### config.mk
export PLATFORM = sky130hd
export DESIGN_NAME = mc_main_control_flat
export DESIGN_NICKNAME = d
export VERILOG_FILES = /design/src/rtl/mc_main_control_if.sv /design/src/rtl/mc_main_control.sv /design/src/flat_wrapper.sv
export SDC_FILE = /design/constraint.sdc
export NUM_CORES = 1
export LEC_CHECK = 0
export ABC_CLOCK_PERIOD_IN_PS = 1850
export CAP_MARGIN = 20
export CORE_MARGIN = 3
export CORE_UTILIZATION = 34
export CTS_BUF_LIST = sky130_fd_sc_hd__clkbuf_8
export DETAILED_ROUTE_END_ITERATION = 10
export GPL_TIMING_DRIVEN = 0
export PLACE_DENSITY = 0.73
export SETUP_SLACK_MARGIN = 0.3
export SYNTH_ARGS = -nofsm -noshare
export SYNTH_HDL_FRONTEND = slang
export SYNTH_SLANG_ARGS = --single-unit
### constraint.sdc
create_clock -name clk -period 1.85 [get_ports clk]
set_clock_uncertainty 0.2 [all_clocks]
set_input_delay 0.4625 -clock clk [delete_from_list [all_inputs] [get_ports clk]]
set_output_delay 0.4625 -clock clk [all_outputs]
set_load 0.01 [all_outputs]
### src/rtl/mc_main_control_if.sv
// Control bundle between the main control FSM (master) and the multi-cycle datapath (slave).
// The datapath supplies the IR opcode field; the FSM returns every enable, mux select and debug state.
interface mc_main_control_if;
    logic [5:0] opcode;
    logic       pc_write;
    logic       pc_write_cond;
    logic       branch_ne;
    logic       i_or_d;
    logic       mem_read;
    logic       mem_write;
    logic       ir_write;
    logic       mem_to_reg;
    logic       reg_dst;
    logic       reg_write;
    logic       alu_src_a;
    logic [1:0] alu_src_b;
    logic [1:0] alu_op;
    logic [1:0] pc_source;
    logic       illegal;
    logic [3:0] state;

    modport master (
        input  opcode,
        output pc_write, pc_write_cond, branch_ne, i_or_d, mem_read, mem_write,
               ir_write, mem_to_reg, reg_dst, reg_write, alu_src_a, alu_src_b,
               alu_op, pc_source, illegal, state
    );

    modport slave (
        output opcode,
        input  pc_write, pc_write_cond, branch_ne, i_or_d, mem_read, mem_write,
               ir_write, mem_to_reg, reg_dst, reg_write, alu_src_a, alu_src_b,
               alu_op, pc_source, illegal, state
    );
endinterface

### src/rtl/mc_main_control.sv
// Moore main-control FSM for the multi-cycle MIPS datapath (fetch/decode/execute/mem/writeback).
// Optional bne support is enabled by defining MC_CTRL_BNE_EN.
module mc_main_control #(
    parameter logic [5:0] OPC_RTYPE = 6'h00,
    parameter logic [5:0] OPC_LW    = 6'h23,
    parameter logic [5:0] OPC_SW    = 6'h2B,
    parameter logic [5:0] OPC_BEQ   = 6'h04,
    parameter logic [5:0] OPC_ADDI  = 6'h08,
    parameter logic [5:0] OPC_J     = 6'h02
) (
    input logic             clk,
    input logic             rst_n,
    mc_main_control_if.master bus
);

    typedef enum logic [3:0] {
        S_IDLE    = 4'd0,
        S_FETCH   = 4'd1,
        S_DECODE  = 4'd2,
        S_MEMADR  = 4'd3,
        S_MEMRD   = 4'd4,
        S_MEMWB   = 4'd5,
        S_MEMWR   = 4'd6,
        S_EXEC    = 4'd7,
        S_ALUWB   = 4'd8,
        S_BRANCH  = 4'd9,
        S_ADDIEX  = 4'd10,
        S_ADDIWB  = 4'd11,
        S_JUMP    = 4'd12,
        S_ILLEGAL = 4'd13
    } state_t;

    state_t state_q, state_d;

    always_ff @(posedge clk) begin
        if (!rst_n) state_q <= S_IDLE;
        else        state_q <= state_d;
    end

    // Opcode is only consulted in DECODE and MEMADR; every other state has a fixed successor.
    always_comb begin
        state_d = S_FETCH;
        case (state_q)
            S_IDLE:   state_d = S_FETCH;
            S_FETCH:  state_d = S_DECODE;
            S_DECODE: begin
                if (bus.opcode == OPC_LW || bus.opcode == OPC_SW) state_d = S_MEMADR;
                else if (bus.opcode == OPC_RTYPE)                 state_d = S_EXEC;
                else if (bus.opcode == OPC_BEQ)                   state_d = S_BRANCH;
`ifdef MC_CTRL_BNE_EN
                else if (bus.opcode == 6'h05)                     state_d = S_BRANCH;
`endif
                else if (bus.opcode == OPC_ADDI)                  state_d = S_ADDIEX;
                else if (bus.opcode == OPC_J)                     state_d = S_JUMP;
                else                                              state_d = S_ILLEGAL;
            end
            S_MEMADR: state_d = (bus.opcode == OPC_LW) ? S_MEMRD : S_MEMWR;
            S_MEMRD:  state_d = S_MEMWB;
            S_EXEC:   state_d = S_ALUWB;
            S_ADDIEX: state_d = S_ADDIWB;
            default:  state_d = S_FETCH;
        endcase
    end

    always_comb begin
        bus.pc_write      = 1'b0;
        bus.pc_write_cond = 1'b0;
        bus.i_or_d        = 1'b0;
        bus.mem_read      = 1'b0;
        bus.mem_write     = 1'b0;
        bus.ir_write      = 1'b0;
        bus.mem_to_reg    = 1'b0;
        bus.reg_dst       = 1'b0;
        bus.reg_write     = 1'b0;
        bus.alu_src_a     = 1'b0;
        bus.alu_src_b     = 2'b00;
        bus.alu_op        = 2'b00;
        bus.pc_source     = 2'b00;
        bus.illegal       = 1'b0;
        case (state_q)
            S_FETCH: begin
                bus.mem_read  = 1'b1;
                bus.ir_write  = 1'b1;
                bus.pc_write  = 1'b1;
                bus.alu_src_b = 2'b01;
            end
            // Branch target is precomputed into ALUOut while the opcode is decoded.
            S_DECODE: bus.alu_src_b = 2'b11;
            S_MEMADR: begin
                bus.alu_src_a = 1'b1;
                bus.alu_src_b = 2'b10;
            end
            S_MEMRD: begin
                bus.mem_read = 1'b1;
                bus.i_or_d   = 1'b1;
            end
            S_MEMWB: begin
                bus.reg_write  = 1'b1;
                bus.mem_to_reg = 1'b1;
            end
            S_MEMWR: begin
                bus.mem_write = 1'b1;
                bus.i_or_d    = 1'b1;
            end
            S_EXEC: begin
                bus.alu_src_a = 1'b1;
                bus.alu_op    = 2'b10;
            end
            S_ALUWB: begin
                bus.reg_write = 1'b1;
                bus.reg_dst   = 1'b1;
            end
            S_BRANCH: begin
                bus.alu_src_a     = 1'b1;
                bus.alu_op        = 2'b01;
                bus.pc_write_cond = 1'b1;
                bus.pc_source     = 2'b01;
            end
            S_ADDIEX: begin
                bus.alu_src_a = 1'b1;
                bus.alu_src_b = 2'b10;
            end
            S_ADDIWB: bus.reg_write = 1'b1;
            S_JUMP: begin
                bus.pc_write  = 1'b1;
                bus.pc_source = 2'b10;
            end
            S_ILLEGAL: bus.illegal = 1'b1;
            default: ;
        endcase
    end

`ifdef MC_CTRL_BNE_EN
    // Remembers whether the branch being executed was decoded as bne.
    logic bne_q;

    always_ff @(posedge clk) begin
        if (!rst_n)                  bne_q <= 1'b0;
        else if (state_q == S_DECODE) bne_q <= (bus.opcode == 6'h05);
    end

    assign bus.branch_ne = (state_q == S_BRANCH) & bne_q;
`else
    assign bus.branch_ne = 1'b0;
`endif

    assign bus.state = state_q;

endmodule

### src/flat_wrapper.sv
// flat-port wrapper written by rule: the top's interface ports become plain ports
module mc_main_control_flat 
#(
    parameter logic [5:0] OPC_RTYPE = 6'h00,
    parameter logic [5:0] OPC_LW    = 6'h23,
    parameter logic [5:0] OPC_SW    = 6'h2B,
    parameter logic [5:0] OPC_BEQ   = 6'h04,
    parameter logic [5:0] OPC_ADDI  = 6'h08,
    parameter logic [5:0] OPC_J     = 6'h02
)
  (clk, rst_n, bus_opcode, bus_pc_write, bus_pc_write_cond, bus_branch_ne, bus_i_or_d, bus_mem_read, bus_mem_write, bus_ir_write, bus_mem_to_reg, bus_reg_dst, bus_reg_write, bus_alu_src_a, bus_alu_src_b, bus_alu_op, bus_pc_source, bus_illegal, bus_state);
  mc_main_control_if bus_i ();
  input logic clk;
  input logic rst_n;
  input wire logic [$bits(bus_i.opcode)-1:0] bus_opcode;
  output wire logic [$bits(bus_i.pc_write)-1:0] bus_pc_write;
  output wire logic [$bits(bus_i.pc_write_cond)-1:0] bus_pc_write_cond;
  output wire logic [$bits(bus_i.branch_ne)-1:0] bus_branch_ne;
  output wire logic [$bits(bus_i.i_or_d)-1:0] bus_i_or_d;
  output wire logic [$bits(bus_i.mem_read)-1:0] bus_mem_read;
  output wire logic [$bits(bus_i.mem_write)-1:0] bus_mem_write;
  output wire logic [$bits(bus_i.ir_write)-1:0] bus_ir_write;
  output wire logic [$bits(bus_i.mem_to_reg)-1:0] bus_mem_to_reg;
  output wire logic [$bits(bus_i.reg_dst)-1:0] bus_reg_dst;
  output wire logic [$bits(bus_i.reg_write)-1:0] bus_reg_write;
  output wire logic [$bits(bus_i.alu_src_a)-1:0] bus_alu_src_a;
  output wire logic [$bits(bus_i.alu_src_b)-1:0] bus_alu_src_b;
  output wire logic [$bits(bus_i.alu_op)-1:0] bus_alu_op;
  output wire logic [$bits(bus_i.pc_source)-1:0] bus_pc_source;
  output wire logic [$bits(bus_i.illegal)-1:0] bus_illegal;
  output wire logic [$bits(bus_i.state)-1:0] bus_state;
  assign bus_i.opcode = bus_opcode;
  assign bus_pc_write = bus_i.pc_write;
  assign bus_pc_write_cond = bus_i.pc_write_cond;
  assign bus_branch_ne = bus_i.branch_ne;
  assign bus_i_or_d = bus_i.i_or_d;
  assign bus_mem_read = bus_i.mem_read;
  assign bus_mem_write = bus_i.mem_write;
  assign bus_ir_write = bus_i.ir_write;
  assign bus_mem_to_reg = bus_i.mem_to_reg;
  assign bus_reg_dst = bus_i.reg_dst;
  assign bus_reg_write = bus_i.reg_write;
  assign bus_alu_src_a = bus_i.alu_src_a;
  assign bus_alu_src_b = bus_i.alu_src_b;
  assign bus_alu_op = bus_i.alu_op;
  assign bus_pc_source = bus_i.pc_source;
  assign bus_illegal = bus_i.illegal;
  assign bus_state = bus_i.state;
  mc_main_control #(.OPC_RTYPE(OPC_RTYPE), .OPC_LW(OPC_LW), .OPC_SW(OPC_SW), .OPC_BEQ(OPC_BEQ), .OPC_ADDI(OPC_ADDI), .OPC_J(OPC_J)) u_core (.clk(clk), .rst_n(rst_n), .bus(bus_i));
endmodule
== Word level (Yosys, flattened, before mapping) ==
Cells that the tools add are included.
Word-level totals
  output and inout port bits: 22
  bits in registers: 4
  input bits: 8
  logic and storage cells: 48
Operators by class
  reductions and logical operators: 8
  equal/unequal tests: 18
  multiplexer cells: 21
Operators with widths (number)
  == test 4 bit, second input constant: 6
  one-hot mux 4 bit (6 select lines): 1
  == test 4 x 3 -> 1 bit, second input constant: 4
  two-way mux 4 bit: 4
  == test 6 bit, second input constant: 2
  two-way mux 1 bit: 12
  == test 4 x 2 -> 1 bit, second input constant: 2
  one-hot mux 2 bit (2 select lines): 2
  OR reduction 2 bit: 4
  == test 6 x 2 -> 1 bit, second input constant: 1
  == test 6 x 3 -> 1 bit, second input constant: 1
  == test 6 x 4 -> 1 bit, second input constant: 1
  zero test 6 bit: 1
  one-hot mux 2 bit (3 select lines): 1
  == test 4 x 1 -> 1 bit, second input constant: 1
  OR reduction 4 bit: 1
  OR reduction 3 bit: 1
  two-way mux 2 bit: 1
  logical OR 1 bit: 1

== Logic depth before layout (Yosys ltp) ==
Gate-level depths: netlist of the first run.
  depth in word-level cells: 7
  gate-level depth with buffers: 5
  mapped depth without buffers: 4

== Least setup slack after synthesis of the first run ==
No wires, ideal clock.
  path type: flip-flop to output port
  start: register u_core.state_q[1], in the netlist u_core.bus.state[1]
  end: output port bus_alu_op[0]
  cell stages (with the launch flop): 5
  setup slack: -0.015 ns
  arrival time: 1.203 ns
  cells stage by stage: dfxtp_1 -> buf_2 -> nand2b_1 -> nor2_1 -> buf_4
On the way
  longest elaborated chain between the ends: 2
RTL lines
  start: declaration: RTL line mc_main_control.sv:33  | state_t state_q, state_d;
  start signal: assignment: RTL line mc_main_control.sv:37  | else state_q <= state_d;
  == test 4 bit / == test 4 x 3 -> 1 bit (equally long branches): RTL line mc_main_control.sv:80  | case (state_q)
  one-hot mux 2 bit (2 select lines) *: RTL line mc_main_control.sv:80
  end: declaration: RTL line flat_wrapper.sv:28  | output wire logic [$bits(bus_i.alu_op)-1:0] bus_alu_op;
Mark *: on every way between the ends. The rest lies on a longest branch, timed or not.

== Worst setup path in the final report of the first run ==
  start: register u_core.state_q[0], in the netlist u_core.bus.state[0]
  end: output port bus_mem_read
On the way
  longest elaborated chain between the ends: 3
RTL lines
  == test 4 x 3 -> 1 bit / == test 4 x 1 -> 1 bit (equally long branches): RTL line mc_main_control.sv:80
  OR reduction 2 bit (no line) *
  two-way mux 1 bit *: RTL line mc_main_control.sv:80
  end: declaration: RTL line flat_wrapper.sv:20  | output wire logic [$bits(bus_i.mem_read)-1:0] bus_mem_read;
Marks and branches as above.

==> results of run 1 <==
## final cells by class
cell class	instances	area, µm²
Buffer	8	105
Clock buffer	3	41.3
Clock inverter	1	3.75
Fill cell	111	343
Multi-Input combinational cell	63	547
Sequential cell	4	92.6
Tap cell	16	20.0
Timing Repair Buffer	48	407
## kinds of logic (layout without fill, tap and decap cells)
| logic type | after synthesis | count (layout) | share of synthesized area |
|---|---|---|---|
| flops | 4 | 4 | 0.138 |
| compound gates | 13 | 13 | 0.194 |
| xor+xnor | 4 | 4 | 0.0604 |
| simple gates | 41 | 41 | 0.442 |
| other cells | 1 | 1 | 0.00646 |
| buf+inv | 8 | 60 | 0.0905 |
| mux | 4 | 4 | 0.0690 |
## power by group
| part | total [µW] | switching (µW) | leakage (µW) | internal (µW) |
|---|---|---|---|---|
| logic | 190 | 90.0 | 0.000494 | 100 |
| clock network | 192 | 49.7 | 0.0000269 | 142 |
| registers | 92.9 | 4.78 | 0.0000352 | 88.1 |
## repair_timing
action / CTS / global route
resized for setup: 111 / 14
gates cloned: 1 / 0
setup buffers: 16 / 3
pin swaps: 13 / 12
endpoints found under the hold margin: 0 / 0
setup endpoints to repair: 25 / 20
## per-layer routing
metal | vias to the layer above | part of all wire
met2 | 18 | 0.50
met4 | 0 | 0.014
li1 | 371 | -
met5 | - | 0
met3 | 4 | 0.029
met1 | 347 | 0.45
## Yosys cell counts, drive strengths merged, types with 3 or more instances
library cell,number
and3b,3
nand2b,6
mux2i,4
nor3b,3
nor2b,3
nand2,3
buf,8
nor2,11
dfxtp,4
a21oi,4
nor3,5
## per-stage QoR
stage	setup TNS [ps]	instance area, µm²	instances
finish	-328	1220	143
global route	-703	1220	143
detailed placement	-3530	962	119
CTS	-174	1160	140
floorplan	0	662	75
global placement	-3260	962	119
## critical path, cell delays in order, from the launching register on
cell	delay [ps]
dfxtp_4	350
buf_8	140
buf_8	140
xnor2_2	130
nor3_2	150
buf_2	150
## worst max-delay path by stage
stage,cells past startpoint,end,slack [ps]
floorplan,4,bus_reg_write,190
global placement,6,bus_alu_src_a,-280
detailed placement,6,bus_alu_src_a,-280
CTS,6,bus_alu_src_a,-50
global route,5,bus_mem_read,-110
finish,5,bus_mem_read,-70
==> results_dict.tcl, run 1 <==
set metrics [dict create \
    tritoncts "built" \
    outcome "finished, violations left" \
    clkSinkCount 4 \
    area_growth_pct 109 \
    core_mm2 0.00156 \
    syn-cell-area_um2 581 \
    leakagePower_uw 0.000556 \
    grt_use_met1 0.251 \
    avgViaCountPerCell 5.17 \
    path_max_fanout 5 \
    arrival_ps 1260 \
    slew_violations 0 \
    grt_busiest_layer "met2" \
    worst_setup_path_start_kind "flop" \
    yosys.area.top_type_share 0.138 \
    ys_types 33 \
    overflow 0 \
    r2r-start "u_core.bus.state[0]" \
    worst_hold_slack_ps 467 \
    largest_reg_flops 4 \
    pre_cts_slack_ps -280 \
    ir_drop_uv 305 \
    final_cell_mix "buf_2 (15), buf_6 (14), buf_4 (11)" \
    globalRouteMet3Util 0 \
    timing.final.ws_setup_ps -70.9 \
    postRouteAntennaNets 0 \
    layout-drive-gt1-share 0.646 \
    r2r_end "u_core.bus.state[1]" \
    grt_setup_unrepaired "yes" \
    cp-startpoint "u_core.bus.state[0]" \
    diodes 0 \
    final.period_utilization 1.04 \
    dr.pass1.iters 4 \
    min_path_cells 3 \
    cts_buffer_depth 2 \
    clock_latency_ps 220 \
    final-setup-viol-count 8 \
    drc 0 \
    yosysSeqAreaShare 0.138 \
    wl_per_cell_um 15.1 \
    violations "setup timing" \
    yosys_register_bits 4 \
    ys.flop_type "dfxtp_1" \
    synth-edff-count 0 \
    synth_area_leaders "dfxtp_1 (14%), nor2_1 (7.1%), mux2i_1 (6.9%)" \
    clock-root-buffer "clkbuf_8" \
    r2r_setup_slack_ps 250 \
    power_density_mw_per_mm2 390 \
    die_y_um 47.3 \
    num_vias 740 \
    antenna_found_initial 0 \
    grt_pass1_wl_um 3150 \
    gp_congestion 0.789 \
    r2r_cells 6 \
    grt_use_met2 0.350 \
    hold_end "u_core.bus.state[3]" \
    final_common_cell "buf_2" \
    hp-class "flop to flop" \
    place.port_buffers 28 \
    htree_levels 1 \
    fmax_ghz 0.521 \
    routed_wl_um 2150 \
    finalNetCount 136 \
    worstSetupPathType "flop to output port" \
    dp.final_hpwl_um 1290 \
    period_needed_ps 1920 \
    grt_pass1_vias 677 \
    grt_use_total 0.196 \
    grt_max_degree 10 \
    drtIter0Drc 5 \
    die_w_um 47.3 \
    start_util 0.372 \
    async_flop_share 0 \
    cts-hold-fix-buffers 0 \
    cts_buffers 3 \
    syn_nets 83 \
    synth.avg_cell_area_um2 7.74 \
    final_util 0.780 \
    yosysTopAreaCell "dfxtp_1" \
    critPathCaptureType "output port" \
    dieArea_mm2 0.00224 \
    finalHoldViolations 0 \
    ys_warn_count 0 \
    clkTransAtPathRegs_ps 40 \
    max-cap-violations 0 \
    power_uw 475 \
    min-delay-start "u_core.bus.state[1]" \
    syn_inst 75 \
    required_ps 1190 \
    num_io_pins 30 \
    rows 14 \
]
Note: power is estimated with default switching activity, not from simulation.
==> run 2, diff against run 1 <==
==> constraint.sdc (replaced) <==
create_clock -name clk -period 1.85 [get_ports clk]
set_clock_uncertainty 0.2 [all_clocks]
set_input_delay 0.4625 -clock clk [delete_from_list [all_inputs] [get_ports clk]]
set_output_delay 0.4625 -clock clk [all_outputs]
set_load 0.05 [all_outputs]
==> run 2 against run 1 <==
Compared with the run above: the flow now stops in 5_1_grt; area after synthesis is the same; synthesized cell count is the same.
==> results_dict.tcl, run 2 <==
set metrics [dict create \
    stop_error "[ERROR DPL-0038] Utilization greater than 100%, impossible to legalize" \
    synth_area_leaders "dfxtp_1 (14%), nor2_1 (7.1%), mux2i_1 (6.9%)" \
    dpl_cell_area_mm2 0.00109 \
    worstEpCategory "output port" \
    synth.avg_cell_area_um2 7.74 \
    rows 14 \
    syn_nets 83 \
    synth_commonest_cells "nor2_1 (11), buf_4 (5), nand2b_1 (5)" \
    yosysTopAreaCell "dfxtp_1" \
    outcome "stopped before the end" \
    cts_buffer_depth 2 \
    place.port_buffers 28 \
    die_w_um 47.3 \
    cts_buffers 3 \
    flow.stopped_at "5_1_grt" \
    post-place-cells 119 \
    synth_most_common_cell "nor2_1" \
    num_io_pins 30 \
    yosys.area.top_type_share 0.138 \
    grt_max_degree 11 \
    clock-root-buffer "clkbuf_8" \
    synth-edff-count 0 \
    yosys_register_bits 4 \
    start_util 0.372 \
    ys_warn_count 0 \
    grt_worst_setup_endpoint "bus_alu_src_a" \
    syn_inst 75 \
    yosysSeqAreaShare 0.138 \
    dp.final_hpwl_um 1410 \
    htree_levels 1 \
    die_y_um 47.3 \
    gp_congestion 0.792 \
    ys_types 33 \
    async_flop_share 0 \
    ys.flop_type "dfxtp_1" \
    clkSinkCount 4 \
    syn-cell-area_um2 581 \
]
-- run 2: cells by family after synthesis --
family,synth area share
AO/OA/AOI/OAI,0.194
XOR/XNOR,0.0604
buffers and inverters,0.0905
flip-flops,0.138
multiplexers,0.0690
other,0.00646
AND/OR/NAND/NOR,0.442
-- run 2: metrics by stage --
stage | utilization | TNS, ps | setup WS, ps | hold slack [ps]
2_1_floorplan | - | -1370 | -299 | 389
4_1_cts | 0.918 | -1440 | -154 | 456
3_5_place_dp | 0.702 | -9500 | -727 | 497
3_3_place_gp | 0.702 | -9100 | -717 | 503
-- run 2: what timing repair did --
action | 4_1_cts
setup buffers | 12
hold buffers | 0
pin swaps | 16
resized for setup | 170
endpoints found under the setup margin | 25
cloned | 2
==> run 3, diff against run 2 <==
--- a/config.mk
+++ b/config.mk
@@ -7,13 +7,11 @@
 export LEC_CHECK = 0
 export ABC_CLOCK_PERIOD_IN_PS = 1850
 export CAP_MARGIN = 20
-export CORE_MARGIN = 3
-export CORE_UTILIZATION = 34
-export CTS_BUF_LIST = sky130_fd_sc_hd__clkbuf_8
+export CORE_AREA = 3 3 64 66
 export DETAILED_ROUTE_END_ITERATION = 10
+export DIE_AREA = 0 0 67 69
 export GPL_TIMING_DRIVEN = 0
-export PLACE_DENSITY = 0.73
-export SETUP_SLACK_MARGIN = 0.3
+export PLACE_DENSITY_LB_ADDON = 0.15
 export SYNTH_ARGS = -nofsm -noshare
 export SYNTH_HDL_FRONTEND = slang
 export SYNTH_SLANG_ARGS = --single-unit
==> run 3 against run 2 <==
Compared with the run above: the flow now finishes, with violations (setup timing).
==> results_dict.tcl, run 3 (synthesis gave the netlist of run 1 again) <==
set metrics [dict create \
    outcome "finished, violations left" \
    violations "setup timing" \
    r2r_end "u_core.bus.state[1]" \
    finalNetCount 141 \
    rows 22 \
    path_max_fanout 8 \
    clock-root-buffer "clkbuf_8" \
    num_vias 754 \
    routed_wl_um 2130 \
    overflow 0 \
    ir_drop_uv 322 \
    final_common_cell "buf_4" \
    tritoncts "built" \
    place.port_buffers 28 \
    num_io_pins 30 \
    min_path_cells 5 \
    drc 0 \
    worstSetupPathType "flop to output port" \
    diodes 0 \
    top_layer "met4" \
    final.period_utilization 1.08 \
    wl_met1_um 948 \
    clock_latency_ps 210 \
    core_mm2 0.00363 \
    avgViaCountPerCell 4.21 \
    final-setup-viol-count 14 \
    dr.pass1.iters 4 \
    r2r_cells 6 \
    drtIter0Drc 36 \
    r2r_setup_slack_ps 210 \
    period_needed_ps 2000 \
    grt_pass1_vias 724 \
    fmax_ghz 0.500 \
    worst_hold_slack_ps 586 \
    start_util 0.160 \
    min-delay-start "bus_opcode[5]" \
    clkTransAtPathRegs_ps 30 \
    worst_setup_path_start_kind "flop" \
    dp.final_hpwl_um 1440 \
    final_util 0.413 \
    critPathCaptureType "output port" \
    power_density_mw_per_mm2 365 \
    wl_per_cell_um 11.9 \
    cts-hold-fix-buffers 0 \
    grt_use_total 0.0945 \
    dieArea_mm2 0.00462 \
    slew_violations 0 \
    hp-class "input pin to flop" \
    leakagePower_uw 0.000644 \
    cts_buffer_depth 2 \
    area_growth_pct 158 \
    grt_setup_unrepaired "yes" \
    required_ps 1190 \
    grt_max_degree 11 \
    final.fill_count 377 \
    antenna_found_initial 0 \
    hold_end "u_core.bus.state[0]" \
    die_y_um 69 \
    cts_buffers 3 \
    arrival_ps 1340 \
    finalHoldViolations 0 \
    r2r-start "u_core.bus.state[1]" \
    htree_levels 1 \
    grt_pass1_wl_um 3460 \
    die_w_um 67 \
    gp_congestion 0.682 \
    layout-drive-gt1-share 0.710 \
    largest_reg_flops 4 \
    power_uw 547 \
    timing.final.ws_setup_ps -152 \
    final_cell_mix "buf_4 (22), buf_6 (16), buf_8 (7)" \
    wl_met3_um 101 \
    postRouteAntennaNets 0 \
    clkSinkCount 4 \
    max-cap-violations 0 \
    route.met2.wl_um 1070 \
]
## run 3: layout make-up
class	instances	area, µm²	area share
clock buffer	3	41.3	0.0275
sequential	4	95.1	0.0634
timing repair buffer	53	539	0.359
buffer	8	125	0.0834
tap	48	60.1	0.0400
multi-input combinational	63	639	0.426
## run 3: routing by layer
metal  GRT usage  vias up
met4      0.0338        0
met3      0.0114        2
li1            -      376
met5           0        -
met2       0.158       25
met1       0.121      351
## run 3: power breakdown
part / internal (µW) / switching [µW]
Clock: 138 / 41.1
Sequential: 87.0 / 4.37
Combinational: 130 / 147
Total: 355 / 192
## run 3: how the worst max path moves through the flow
stage | start | endpoint | depth (start not counted)
final | u_core.bus.state[2] | bus_alu_src_a | 6
after global routing | u_core.bus.state[2] | bus_reg_write | 5
after CTS | u_core.bus.state[2] | bus_reg_write | 5
after detailed placement | u_core.bus.state[3] | bus_pc_write | 6
after global placement | u_core.bus.state[3] | bus_pc_write | 6
after floorplan | u_core.bus.state[2] | bus_reg_write | 4
## run 3: metrics by stage
stage          setup TNS [ps]  worst slack (ps)  area (µm²)  instances
6_report                -1050              -152        1500        179
5_1_grt                 -1740              -186        1500        179
4_1_cts                 -1470              -225        1380        172
3_5_place_dp            -9640              -738        1110        151
3_3_place_gp            -9610              -729        1110        151
2_1_floorplan           -1320              -300         767         75
## run 3: what timing repair did
action | in CTS | in global routing
gates cloned | 0 | 1
setup buffers | 18 | 6
pin swaps | 3 | 11
endpoints found under the setup margin | 21 | 19
resized for setup | 139 | 19
## run 3: worst max-delay path, cell delays in order (launching register included)
cell and delay, ps:
dfxtp_4 350, buf_12 130, nand2b_4 180, mux2i_1 140, nand2_1 80, o21ai_2 70
buf_6 170
==> run 4, diff against run 3 <==
--- a/config.mk
+++ b/config.mk
@@ -11,7 +11,8 @@
 export DETAILED_ROUTE_END_ITERATION = 10
 export DIE_AREA = 0 0 67 69
 export GPL_TIMING_DRIVEN = 0
-export PLACE_DENSITY_LB_ADDON = 0.15
+export MAX_ROUTING_LAYER = met4
+export PLACE_DENSITY = 0.38
 export SYNTH_ARGS = -nofsm -noshare
 export SYNTH_HDL_FRONTEND = slang
 export SYNTH_SLANG_ARGS = --single-unit
==> run 4 against run 3 <==
Compared with the run above: routed wire length increased by 3.6%; the run still ends with setup timing left; cell count increased by 2.2%; clock-buffer cell count unchanged; critical endpoint is now bus_reg_write; setup slack improved by 5.2 ps; sequential share of layout area decreased by 0.23 points; register-to-register slack got worse by 50 ps; maximum frequency grew 0.26%; largest cell class unchanged; critical path depth down 1; largest power group unchanged.
==> results_dict.tcl, run 4 (synthesis gave the netlist of run 1 again) <==
set metrics [dict create \
    path_cells "buf_12 > buf_4 > mux2i_2 > a21o_4 > buf_8" \
    rows 22 \
    fin_area_mm2 0.00156 \
    routed_wl_um 2210 \
    finalHoldViolations 0 \
    overflow 0 \
    cts-hold-fix-buffers 0 \
    gp_congestion 0.731 \
    hp-class "input pin to flop" \
    r2r_cells 6 \
    htree_levels 1 \
    start_util 0.160 \
    largest_reg_flops 4 \
    dr.pass1.iters 4 \
    num_vias 753 \
    avgViaCountPerCell 4.11 \
    clkSinkCount 4 \
    path_max_fanout 6 \
    core_mm2 0.00363 \
    min-delay-start "bus_opcode[0]" \
    timing.final.ws_setup_ps -147 \
    cts_buffer_depth 2 \
    r2r_setup_slack_ps 160 \
    post-place-cells 151 \
    grt_setup_unrepaired "yes" \
    diodes 0 \
    crit_slowest_cell "dfxtp_4" \
    r2r_end "u_core.bus.state[2]" \
    final_common_cell "buf_4" \
    slew_violations 0 \
    leakagePower_uw 0.000670 \
    hold_end "u_core.bus.state[0]" \
    clock-root-buffer "clkbuf_8" \
    die_w_um 67 \
    final-setup-viol-count 14 \
    max-cap-violations 0 \
    critPathCaptureType "output port" \
    tns_ps -1010 \
    postRouteAntennaNets 0 \
    dp.final_hpwl_um 1480 \
    final_cell_mix "buf_4 (25), buf_6 (17), buf_8 (8)" \
    cts_buffers 3 \
    clock_latency_ps 210 \
    r2r-start "u_core.bus.state[2]" \
    clkTransAtPathRegs_ps 30 \
    grt_pass1_wl_um 3540 \
    cpPeakStageDelay_ps 350 \
    place.port_buffers 28 \
    wl_per_cell_um 12.1 \
    drtIter0Drc 14 \
    power_density_mw_per_mm2 358 \
    num_io_pins 30 \
    finalNetCount 145 \
    grt_pass1_vias 713 \
    required_ps 1190 \
    dpl_cell_area_mm2 0.00111 \
    final.fill_count 377 \
    min_path_cells 5 \
    arrival_ps 1330 \
    pre_cts_slack_ps -729 \
    area_growth_pct 168 \
    final.period_utilization 1.08 \
    violations "setup timing" \
    grt_max_degree 10 \
    drc 0 \
    instances_no_fill 183 \
    die_y_um 69 \
    fmax_ghz 0.501 \
    worstSetupPathType "flop to output port" \
    antenna_found_initial 0 \
    layout-drive-gt1-share 0.711 \
    grt_use_total 0.0996 \
    worst_setup_path_start_kind "flop" \
    ir_drop_uv 214 \
    outcome "finished, violations left" \
    period_needed_ps 2000 \
    tritoncts "built" \
    cp-startpoint "u_core.bus.state[1]" \
    dieArea_mm2 0.00462 \
]
## run 4: cell count changes in the layout (fill, tap and decap cells not counted), sizes merged
cell / previous run / this run
buf: 49 / 53
bufbuf: 0 / 1
clkbuf: 5 / 4
clkdlybuf4s15: 0 / 1
dlygate4sd2: 3 / 2
## run 4: power by group
group / internal (µW) / switching [µW]
logic: 137 / 148
clock network: 139 / 43.1
registers: 86.9 / 4.51
total: 362 / 196
## run 4: timing repair
item,4_1_cts,5_1_grt
pin swaps,8,11
gates cloned,1,1
hold endpoints to repair,0,0
setup endpoints to repair,21,19
buffers inserted,20,7
gates resized for setup,144,16
## run 4: how the worst max path moves through the flow
| stage | to | cells past startpoint |
|---|---|---|
| 2_1_floorplan | bus_reg_write | 4 |
| 3_3_place_gp | bus_pc_write | 6 |
| 3_5_place_dp | bus_pc_write | 6 |
| 4_1_cts | bus_reg_write | 5 |
| 5_1_grt | bus_reg_write | 5 |
| 6_report | bus_reg_write | 5 |
## run 4: critical path: cells and delay by family, from the launching register on
kind	cells	cell delay (ps)
mux	1	140
buf+inv	3	400
flops	1	350
compound gates	1	220
## run 4: area by class of cell
class | count | area [µm²] | area share
Multi-Input combinational cell | 63 | 638 | 0.410
Timing Repair Buffer | 57 | 602 | 0.387
Buffer | 8 | 120 | 0.0772
Sequential cell | 4 | 95.1 | 0.0611
Tap cell | 48 | 60.1 | 0.0386
Clock buffer | 3 | 41.3 | 0.0265
## run 4: per-layer routing
metal | routed length, µm | track usage | vias up
met5 | 0 | - | -
met1 | 942 | 0.123 | 345
li1 | - | - | 391
met4 | 0 | 0.0203 | 0
met2 | 1200 | 0.169 | 17
met3 | 66 | 0.0147 | 0
## run 4: through the flow
stage | power (µW) | utilization | hold WS [ps]
3_3_place_gp | 312 | 0.305 | 526
3_5_place_dp | 311 | 0.305 | 524
4_1_cts | 544 | 0.395 | 598
5_1_grt | 590 | 0.428 | 638
6_report | 558 | 0.428 | 539
2_1_floorplan | 249 | - | 389
